## src/rtl/pipeline_hazard_ctrl_pkg.sv

```systemverilog
// -----------------------------------------------------------------------------
// control_types
// Shared types for the pipeline control slice:
//   reg_wr_src_t       write-back source select of an instruction
//   pipe_ctrl_state_t  hazard-controller FSM states
//   idx_hit()          "source operand really reads this destination" compare
// -----------------------------------------------------------------------------
package control_types;

    typedef enum logic [1:0] {
        WRSRC_ALU     = 2'd0,
        WRSRC_MEMREAD = 2'd1,
        WRSRC_PC      = 2'd2,
        WRSRC_IMM     = 2'd3
    } reg_wr_src_t;

    typedef enum logic [1:0] {
        INIT     = 2'd0,
        RUN      = 2'd1,
        MEM_WAIT = 2'd2
    } pipe_ctrl_state_t;

    // A source operand only creates a dependency when it is actually read.
    function automatic logic idx_hit(input logic       used,
                                     input logic [4:0] src_idx,
                                     input logic [4:0] dst_idx);
        return used && (src_idx == dst_idx);
    endfunction

endpackage

```

## src/rtl/pipeline_hazard_ctrl_if.sv

```systemverilog
// -----------------------------------------------------------------------------
// pipeline_hazard_ctrl_if
// Bundle between the datapath and the stall/flush sequencer.
//   master : datapath side (drives hazard inputs, receives enables/clears)
//   slave  : sequencer side (pipeline_hazard_ctrl)
// stall_cycles / flush_count exist only when PIPE_CTRL_PERF_EN is defined.
// -----------------------------------------------------------------------------
interface pipeline_hazard_ctrl_if;

    logic [4:0]                rs1_idx_id;
    logic [4:0]                rs2_idx_id;
    logic                      rs1_used_id;
    logic                      rs2_used_id;
    logic [4:0]                wr_reg_idx_ex;
    logic                      reg_do_write_ctrl_ex;
    control_types::reg_wr_src_t reg_wr_src_ctrl_ex;
    logic                      branch_taken_ex;
    logic                      dmem_req_mem;
    logic                      dmem_ready_mem;

    logic                      pc_enable;
    logic                      if_id_enable;
    logic                      id_ex_enable;
    logic                      ex_mem_enable;
    logic                      mem_wb_enable;
    logic                      if_id_clear;
    logic                      id_ex_clear;
    logic                      ex_mem_clear;
    logic                      mem_wb_clear;
    logic                      mem_timeout_err;
`ifdef PIPE_CTRL_PERF_EN
    logic [31:0]               stall_cycles;
    logic [31:0]               flush_count;
`endif

    modport master (
`ifdef PIPE_CTRL_PERF_EN
        input  stall_cycles, flush_count,
`endif
        output rs1_idx_id, rs2_idx_id, rs1_used_id, rs2_used_id,
               wr_reg_idx_ex, reg_do_write_ctrl_ex, reg_wr_src_ctrl_ex,
               branch_taken_ex, dmem_req_mem, dmem_ready_mem,
        input  pc_enable, if_id_enable, id_ex_enable, ex_mem_enable, mem_wb_enable,
               if_id_clear, id_ex_clear, ex_mem_clear, mem_wb_clear, mem_timeout_err
    );

    modport slave (
`ifdef PIPE_CTRL_PERF_EN
        output stall_cycles, flush_count,
`endif
        input  rs1_idx_id, rs2_idx_id, rs1_used_id, rs2_used_id,
               wr_reg_idx_ex, reg_do_write_ctrl_ex, reg_wr_src_ctrl_ex,
               branch_taken_ex, dmem_req_mem, dmem_ready_mem,
        output pc_enable, if_id_enable, id_ex_enable, ex_mem_enable, mem_wb_enable,
               if_id_clear, id_ex_clear, ex_mem_clear, mem_wb_clear, mem_timeout_err
    );

endinterface

```

## src/rtl/pipeline_hazard_ctrl_hazard_detect.sv

```systemverilog
// -----------------------------------------------------------------------------
// hazard_detect
// Purely combinational load-use detector: the EX instruction is a load whose
// result the ID instruction needs next cycle.
//   inputs : ID source indices/used flags, EX destination, write enable, source
//   output : load_use
// x0 is never a real dependency since it is hard-wired to zero.
// -----------------------------------------------------------------------------
module hazard_detect
    import control_types::*;
(
    input  logic [4:0]  rs1_idx_id,
    input  logic [4:0]  rs2_idx_id,
    input  logic        rs1_used_id,
    input  logic        rs2_used_id,
    input  logic [4:0]  wr_reg_idx_ex,
    input  logic        reg_do_write_ctrl_ex,
    input  reg_wr_src_t reg_wr_src_ctrl_ex,
    output logic        load_use
);

    always_comb begin
        load_use = reg_do_write_ctrl_ex
                 && (reg_wr_src_ctrl_ex == WRSRC_MEMREAD)
                 && (wr_reg_idx_ex != 5'd0)
                 && (idx_hit(rs1_used_id, rs1_idx_id, wr_reg_idx_ex)
                     || idx_hit(rs2_used_id, rs2_idx_id, wr_reg_idx_ex));
    end

endmodule

```

## src/rtl/pipeline_hazard_ctrl.sv

```systemverilog
// -----------------------------------------------------------------------------
// pipeline_hazard_ctrl
// Stall/flush sequencer for the 5-stage pipeline.
//   clk, rst : clock, asynchronous active-high reset
//   bus      : pipeline_hazard_ctrl_if.slave (hazard inputs in, PC/pipeline
//              register enables and clears out, sticky watchdog error out)
// Parameters: FLUSH_CYCLES (post-reset clearing cycles), MEM_TIMEOUT (watchdog).
// Optional macro PIPE_CTRL_PERF_EN adds stall_cycles / flush_count counters.
// Outputs are combinational from state and inputs (zero added latency).
// -----------------------------------------------------------------------------
module pipeline_hazard_ctrl
    import control_types::*;
#(
    parameter int FLUSH_CYCLES = 2,
    parameter int MEM_TIMEOUT  = 255
) (
    input  logic                  clk,
    input  logic                  rst,
    pipeline_hazard_ctrl_if.slave bus
);

    localparam int FLUSH_W = (FLUSH_CYCLES > 1) ? $clog2(FLUSH_CYCLES) : 1;
    localparam int WAIT_W  = $clog2(MEM_TIMEOUT + 1);
    localparam logic [FLUSH_W-1:0] FLUSH_INIT = FLUSH_W'(FLUSH_CYCLES - 1);
    localparam logic [WAIT_W-1:0]  WAIT_MAX   = WAIT_W'(MEM_TIMEOUT);

    pipe_ctrl_state_t   state_q, state_d;
    logic [FLUSH_W-1:0] flush_cnt_q, flush_cnt_d;
    logic [WAIT_W-1:0]  wait_cnt_q, wait_cnt_d;
    logic               timeout_err_q, timeout_err_d;

    logic mem_stall;
    logic load_use;
    logic branch_flush;
    logic pc_en, if_id_en, id_ex_en, ex_mem_en, mem_wb_en;
    logic if_id_clr, id_ex_clr, ex_mem_clr, mem_wb_clr;

    hazard_detect u_hazard_detect (
        .rs1_idx_id           (bus.rs1_idx_id),
        .rs2_idx_id           (bus.rs2_idx_id),
        .rs1_used_id          (bus.rs1_used_id),
        .rs2_used_id          (bus.rs2_used_id),
        .wr_reg_idx_ex        (bus.wr_reg_idx_ex),
        .reg_do_write_ctrl_ex (bus.reg_do_write_ctrl_ex),
        .reg_wr_src_ctrl_ex   (bus.reg_wr_src_ctrl_ex),
        .load_use             (load_use)
    );

    // dmem_ready_mem only matters while a request is outstanding.
    assign mem_stall = bus.dmem_req_mem & ~bus.dmem_ready_mem;

    always_comb begin
        state_d       = state_q;
        flush_cnt_d   = flush_cnt_q;
        wait_cnt_d    = wait_cnt_q;
        timeout_err_d = timeout_err_q;
        branch_flush  = 1'b0;
        pc_en         = 1'b1;
        if_id_en      = 1'b1;
        id_ex_en      = 1'b1;
        ex_mem_en     = 1'b1;
        mem_wb_en     = 1'b1;
        if_id_clr     = 1'b0;
        id_ex_clr     = 1'b0;
        ex_mem_clr    = 1'b0;
        mem_wb_clr    = 1'b0;

        case (state_q)
            RUN, MEM_WAIT: begin
                // Memory stall freezes everything up to EX, so a pending
                // branch or load-use simply waits and is decoded on release.
                if (mem_stall) begin
                    pc_en      = 1'b0;
                    if_id_en   = 1'b0;
                    id_ex_en   = 1'b0;
                    ex_mem_en  = 1'b0;
                    mem_wb_clr = 1'b1;
                end else if (bus.branch_taken_ex) begin
                    // Squashing ID also discards any load-use it carried.
                    if_id_clr    = 1'b1;
                    id_ex_clr    = 1'b1;
                    branch_flush = 1'b1;
                end else if (load_use) begin
                    pc_en     = 1'b0;
                    if_id_en  = 1'b0;
                    id_ex_clr = 1'b1;
                end

                if (state_q == RUN) begin
                    if (mem_stall) begin
                        state_d    = MEM_WAIT;
                        wait_cnt_d = '0;
                    end
                end else if (!mem_stall) begin
                    state_d = RUN;
                end else begin
                    if (wait_cnt_q != WAIT_MAX) begin
                        wait_cnt_d = wait_cnt_q + 1'b1;
                    end
                    // Advisory only: stalling continues regardless.
                    if (wait_cnt_d == WAIT_MAX) begin
                        timeout_err_d = 1'b1;
                    end
                end
            end
            default: begin
                // INIT (and any illegal encoding): clear every stage, hold PC.
                pc_en      = 1'b0;
                if_id_clr  = 1'b1;
                id_ex_clr  = 1'b1;
                ex_mem_clr = 1'b1;
                mem_wb_clr = 1'b1;
                if (state_q != INIT) begin
                    state_d = INIT;
                end else if (flush_cnt_q == '0) begin
                    state_d = RUN;
                end else begin
                    flush_cnt_d = flush_cnt_q - 1'b1;
                end
            end
        endcase
    end

    always_ff @(posedge clk or posedge rst) begin
        if (rst) begin
            state_q       <= INIT;
            flush_cnt_q   <= FLUSH_INIT;
            wait_cnt_q    <= '0;
            timeout_err_q <= 1'b0;
        end else begin
            state_q       <= state_d;
            flush_cnt_q   <= flush_cnt_d;
            wait_cnt_q    <= wait_cnt_d;
            timeout_err_q <= timeout_err_d;
        end
    end

    assign bus.pc_enable       = pc_en;
    assign bus.if_id_enable    = if_id_en;
    assign bus.id_ex_enable    = id_ex_en;
    assign bus.ex_mem_enable   = ex_mem_en;
    assign bus.mem_wb_enable   = mem_wb_en;
    assign bus.if_id_clear     = if_id_clr;
    assign bus.id_ex_clear     = id_ex_clr;
    assign bus.ex_mem_clear    = ex_mem_clr;
    assign bus.mem_wb_clear    = mem_wb_clr;
    assign bus.mem_timeout_err = timeout_err_q;

`ifdef PIPE_CTRL_PERF_EN
    logic [31:0] stall_cycles_q, stall_cycles_d;
    logic [31:0] flush_count_q, flush_count_d;

    always_comb begin
        stall_cycles_d = stall_cycles_q;
        flush_count_d  = flush_count_q;
        if ((state_q == RUN || state_q == MEM_WAIT) && !pc_en) begin
            stall_cycles_d = stall_cycles_q + 32'd1;
        end
        if (branch_flush) begin
            flush_count_d = flush_count_q + 32'd1;
        end
    end

    always_ff @(posedge clk or posedge rst) begin
        if (rst) begin
            stall_cycles_q <= '0;
            flush_count_q  <= '0;
        end else begin
            stall_cycles_q <= stall_cycles_d;
            flush_count_q  <= flush_count_d;
        end
    end

    assign bus.stall_cycles = stall_cycles_q;
    assign bus.flush_count  = flush_count_q;
`endif

endmodule

```

## src/flat_wrapper.sv

```systemverilog
// flat-port wrapper written by rule: the top's interface ports become plain ports
module pipeline_hazard_ctrl_flat import control_types::*;
#(
    parameter int FLUSH_CYCLES = 2,
    parameter int MEM_TIMEOUT  = 255
)
  (clk, rst, bus_rs1_idx_id, bus_rs2_idx_id, bus_rs1_used_id, bus_rs2_used_id, bus_wr_reg_idx_ex, bus_reg_do_write_ctrl_ex, bus_reg_wr_src_ctrl_ex, bus_branch_taken_ex, bus_dmem_req_mem, bus_dmem_ready_mem, bus_pc_enable, bus_if_id_enable, bus_id_ex_enable, bus_ex_mem_enable, bus_mem_wb_enable, bus_if_id_clear, bus_id_ex_clear, bus_ex_mem_clear, bus_mem_wb_clear, bus_mem_timeout_err);
  pipeline_hazard_ctrl_if bus_i ();
  input  logic clk;
  input  logic rst;
  input wire logic [$bits(bus_i.rs1_idx_id)-1:0] bus_rs1_idx_id;
  input wire logic [$bits(bus_i.rs2_idx_id)-1:0] bus_rs2_idx_id;
  input wire logic [$bits(bus_i.rs1_used_id)-1:0] bus_rs1_used_id;
  input wire logic [$bits(bus_i.rs2_used_id)-1:0] bus_rs2_used_id;
  input wire logic [$bits(bus_i.wr_reg_idx_ex)-1:0] bus_wr_reg_idx_ex;
  input wire logic [$bits(bus_i.reg_do_write_ctrl_ex)-1:0] bus_reg_do_write_ctrl_ex;
  input wire logic [$bits(bus_i.reg_wr_src_ctrl_ex)-1:0] bus_reg_wr_src_ctrl_ex;
  input wire logic [$bits(bus_i.branch_taken_ex)-1:0] bus_branch_taken_ex;
  input wire logic [$bits(bus_i.dmem_req_mem)-1:0] bus_dmem_req_mem;
  input wire logic [$bits(bus_i.dmem_ready_mem)-1:0] bus_dmem_ready_mem;
  output wire logic [$bits(bus_i.pc_enable)-1:0] bus_pc_enable;
  output wire logic [$bits(bus_i.if_id_enable)-1:0] bus_if_id_enable;
  output wire logic [$bits(bus_i.id_ex_enable)-1:0] bus_id_ex_enable;
  output wire logic [$bits(bus_i.ex_mem_enable)-1:0] bus_ex_mem_enable;
  output wire logic [$bits(bus_i.mem_wb_enable)-1:0] bus_mem_wb_enable;
  output wire logic [$bits(bus_i.if_id_clear)-1:0] bus_if_id_clear;
  output wire logic [$bits(bus_i.id_ex_clear)-1:0] bus_id_ex_clear;
  output wire logic [$bits(bus_i.ex_mem_clear)-1:0] bus_ex_mem_clear;
  output wire logic [$bits(bus_i.mem_wb_clear)-1:0] bus_mem_wb_clear;
  output wire logic [$bits(bus_i.mem_timeout_err)-1:0] bus_mem_timeout_err;
  assign bus_i.rs1_idx_id = bus_rs1_idx_id;
  assign bus_i.rs2_idx_id = bus_rs2_idx_id;
  assign bus_i.rs1_used_id = bus_rs1_used_id;
  assign bus_i.rs2_used_id = bus_rs2_used_id;
  assign bus_i.wr_reg_idx_ex = bus_wr_reg_idx_ex;
  assign bus_i.reg_do_write_ctrl_ex = bus_reg_do_write_ctrl_ex;
  assign bus_i.reg_wr_src_ctrl_ex = bus_reg_wr_src_ctrl_ex;
  assign bus_i.branch_taken_ex = bus_branch_taken_ex;
  assign bus_i.dmem_req_mem = bus_dmem_req_mem;
  assign bus_i.dmem_ready_mem = bus_dmem_ready_mem;
  assign bus_pc_enable = bus_i.pc_enable;
  assign bus_if_id_enable = bus_i.if_id_enable;
  assign bus_id_ex_enable = bus_i.id_ex_enable;
  assign bus_ex_mem_enable = bus_i.ex_mem_enable;
  assign bus_mem_wb_enable = bus_i.mem_wb_enable;
  assign bus_if_id_clear = bus_i.if_id_clear;
  assign bus_id_ex_clear = bus_i.id_ex_clear;
  assign bus_ex_mem_clear = bus_i.ex_mem_clear;
  assign bus_mem_wb_clear = bus_i.mem_wb_clear;
  assign bus_mem_timeout_err = bus_i.mem_timeout_err;
  pipeline_hazard_ctrl #(.FLUSH_CYCLES(FLUSH_CYCLES), .MEM_TIMEOUT(MEM_TIMEOUT)) u_core (.clk(clk), .rst(rst), .bus(bus_i));
endmodule
```

## config.mk

```make
export PLATFORM = sky130hd
export DESIGN_NAME = pipeline_hazard_ctrl_flat
export DESIGN_NICKNAME = d
export VERILOG_FILES = /design/src/rtl/pipeline_hazard_ctrl_pkg.sv /design/src/rtl/pipeline_hazard_ctrl_if.sv /design/src/rtl/pipeline_hazard_ctrl_hazard_detect.sv /design/src/rtl/pipeline_hazard_ctrl.sv /design/src/flat_wrapper.sv
export SDC_FILE = /design/constraint.sdc
export NUM_CORES = 1
export LEC_CHECK = 0
export BUFFER_PORTS_ARGS = -buffer_cell sky130_fd_sc_hd__buf_2
export CELL_PAD_IN_SITES_DETAIL_PLACEMENT = 1
export CELL_PAD_IN_SITES_GLOBAL_PLACEMENT = 1
export CORE_MARGIN = 1
export CORE_UTILIZATION = 35
export CTS_CLUSTER_SIZE = 25
export DETAILED_ROUTE_END_ITERATION = 12
export PLACE_DENSITY_LB_ADDON = 0.1
export SLEW_MARGIN = 10
export SYNTH_ARGS = -nofsm -noshare
export SYNTH_HDL_FRONTEND = slang
export SYNTH_HIERARCHICAL = 1
export SYNTH_SLANG_ARGS = --single-unit
```

## constraint.sdc

```tcl
create_clock -name clk -period 2.3 [get_ports clk]
set_input_delay 0.23 -clock clk [delete_from_list [all_inputs] [get_ports clk]]
set_output_delay 0.23 -clock clk [all_outputs]
set_load 0.1 [all_outputs]
```

==> parameters.txt <==
Parameter                              Value

Synth
  Proportion of synthesized chip area in sequential cells    between 20% and 30%
  Simple logic cell fraction of the synthesized area    22.44%
  Multiplexer share of the synthesized area    0.9756%
  Post-synthesis share of cell area spent on xor and xnor gates    10.24%
  Fraction of the mapped netlist area in compound gates    between 20% and 30%
  Syn Nets    154
  Largest family of logic cells by synthesized area    compound AO/OA/AOI/OAI gates
  Mapped Area    1026 um^2
  YS warnings    6
  Number of standard cells after synthesis    approximately 130
  Library cells used by synthesis    42
  Mean area per synthesized cell    between 8 and 9 um^2
  Seq cells post-synth    12
  Adder-cell area share of the yosys netlist    4.634%

Clock network
  Clock-pin slew on the worst setup and hold paths    approximately 80 ps
  Number of sinks handled by clock tree synthesis    12
  Clock buffer depth    2
  Post CTS Setup Buffer Count    0
  Number of CTS-inserted buffers    3
  Number of levels the H-tree was split into    1
  Clock latency reported for the late side of the worst-skew pair    approximately 270 ps
  Root cell of the clock tree    clkbuf_4
  Clock tree from TritonCTS    yes

Timing
  Max Transition Viols Final    0
  Final number of setup-violating endpoints    0
  Final worst-path cycle share    94.00%
  Top achievable clock speed    0.4625 GHz
  Post-route clock skew    5.115 ps
  Unrepaired setup endpoints after global routing    false
  Crit path setup slack, layout    around 140 ps
  Min cycle time layout    2162 ps
  Setup TNS    0 ps
  Total count of hold-check failures in the final report    0

Final layout
  Antenna diodes    0
  Area added between synthesis and finish    21.34%
  Most used cells in the layout excluding fill and tap cells    buf_2, nand2_1, o21ai_0, dfrtp_1, a21oi_1
  Total number of nets in the final design    188
  Fraction of final layout cells sized beyond drive strength 1    31.45%
  Most common cell after layout, fill and taps aside    buf_2
  Post-layout instance area    1245 um^2

Power
  Total power divided by cell area    1332 nW/um^2
  Clock share of power    between 10% and 20%
  Sequential power share    21.7%
  Static Leakage    about 0.55 nW
  Switching share of power    63.46%
  Worst VDD drop    approximately 1.1 mV
  Switching component of the power    1.052 mW
  Cell Int Power    0.6058 mW
  Combinational cell fraction of total power    68.0%

Critical path
  Signal arrival time at the worst endpoint    1930 ps
  R2R depth    8
  Endpoint class of the critical path    primary output
  Highest fanout seen on the critical path    11
  Reg-to-reg startpoint    u_core/state_q[0]
  Worst setup path startpoint    u_core/state_q[0]
  CP Class    register to primary output
  Crit start category    register
  Data required, critical path    approximately 2100 ps

Route
  Routed wire length    2824 um
  Total vias in the final route    between 1,000 and 1,500
  Number of search-and-repair iterations in the first detailed-routing pass    4
  Starting DRT DRC Count    13
  Drt wl/cell    between 10 and 15 um
  Average via count per standard cell    5.495
  DRC errors left    0
  Number of antenna-violating nets in the routed design    0

Floorplanning
  Number of core rows    19
  Die Footprint    ~3200 um^2
  Effective utilization at floorplan    37.21%
  Floorplan die width    ~56 um
  Die Y-Extent    56.14 um
  IO Pins    35
  Floorplan Core Area    2758 um^2

GRT
  First-pass GRT wire length    4823 um
  Largest net degree at the start of global routing    13
  Initial antenna violation count    0
  Overall overflow remaining after global route    0
  Via count of the first global-routing pass    approximately 1,000
  Global-route total usage across every layer    19.84%

Min path
  Cell depth of the worst min-delay path    2
  Classification of the worst-slack hold path    register to register
  Launch point of the worst hold path    u_core/bus.mem_timeout_err

Placement
  Final weighted congestion of routability-driven global placement    about 0.81
  Detailed Place HPWL    2322 um
  Setup WS pre-CTS    approximately 220 ps
  Post-detailed-placement cell area    1199 um^2
  Port Buffer Count    33

Run
  Number of maximum-capacitance constraint violations    0

Run status
  Result of the run    complete, no violations
-- per-stage QoR --
step           utilization [%]  std cells  total power [mW]  hold WS [ps]
4_1_cts                  45.15        190             1.676         480.7
6_report                 45.15        190             1.658         468.7
5_1_grt                  45.15        190             1.772         501.1
2_1_floorplan                -        126             1.283         93.98
3_5_place_dp             43.47        185             1.495         282.6
3_3_place_gp             43.47        185             1.471         273.2
-- power groups by stage --
stage	Sequential (mW)	Clock [mW]	Combinational, mW
6_report	0.359	0.172	1.13
4_1_cts	0.358	0.181	1.14
3_3_place_gp	0.362	0	1.11
5_1_grt	0.374	0.191	1.21
3_5_place_dp	0.362	0	1.13
2_1_floorplan	0.326	0	0.956
-- path summary, 6_finish.rpt --
check | slack, ps | endpoint
worst max-delay path | 140 | bus_id_ex_enable
worst min-delay path | 470 | u_core/bus.mem_timeout_err
worst max register to register | 420 | u_core/bus.mem_timeout_err
worst min register to register | 470 | u_core/bus.mem_timeout_err
max in group asynchronous | 1430 | u_core/flush_cnt_q
min in group asynchronous | 510 | u_core/bus.mem_timeout_err
-- critical path, stage by stage (launching register included) --
cell and delay (ps):
dfrtp_1 410, inv_1 60, ha_1 400, inv_2 160, nor2_4 60, inv_4 120, buf_2 440
-- sequential cells by signal, indices dropped and copies added (netlist names) --
name	count
u_core/bus.mem_timeout_err	1
u_core/flush_cnt_q	1
u_core/wait_cnt_q	8
u_core/state_q	2
-- Yosys cell counts (all sizes together) --
master   count  area share (%)
a211oi       3             3.4
a21oi        9             4.4
a22o         1            0.85
a2bb2oi      1            0.85
a31o         1            0.85
a31oi        3             1.8
a41oi        1            0.85
and3         4             2.4
and4         1             1.1
buf          6             4.6
clkbuf       1            0.37
conb         1            0.37
dfrtp       11              27
dfstp        1             2.6
ha           3             3.7
inv          9             3.3
maj3         1            0.98
mux2i        1            0.98
nand2       15             5.5
nand2b       1            0.61
nand3        6             3.4
nand4        1            0.61
nor2         8             3.7
nor3         4             2.0
nor4         3             2.4
o2111ai      1            0.85
o21a         1            0.73
o21ai       12             5.9
o22a         1            0.85
o31ai        1            0.73
o41ai        1             1.6
or4          1            0.73
xnor2        4             3.4
xor2         8             6.8
-- logic make-up (layout without fill, tap and decap cells) --
group / Yosys count / in the layout
simple gates: 44 / 44
mux: 1 / 1
fa+ha+maj: 4 / 4
flops: 12 / 12
other cells: 1 / 1
buf+inv: 16 / 49
xor+xnor: 12 / 12
compound gates: 36 / 36
-- routing by layer --
layer  vias to the layer above  global-route usage [%]  wire (um)
met1                       501                   24.89       1249
met3                         2                   4.651        120
met5                         -                       0          0
li1                        514                       -          -
met2                        27                   34.86       1441
met4                         0                   3.484         12
-- timing repair --
action,in CTS,in global routing
endpoints found under the setup margin,0,0
resized for setup,0,0
hold buffers,1,0
endpoints found under the hold margin,11,0
-- cell type report --
type	count	area (um^2)
Multi-Input combinational cell	98	641.9
Inverter	9	36.28
Tap cell	31	38.79
Timing Repair Buffer	36	190.2
Sequential cell	12	301.5
Fill cell	354	1513
Clock buffer	4	36.28
Power figures use the tool's default switching activity.
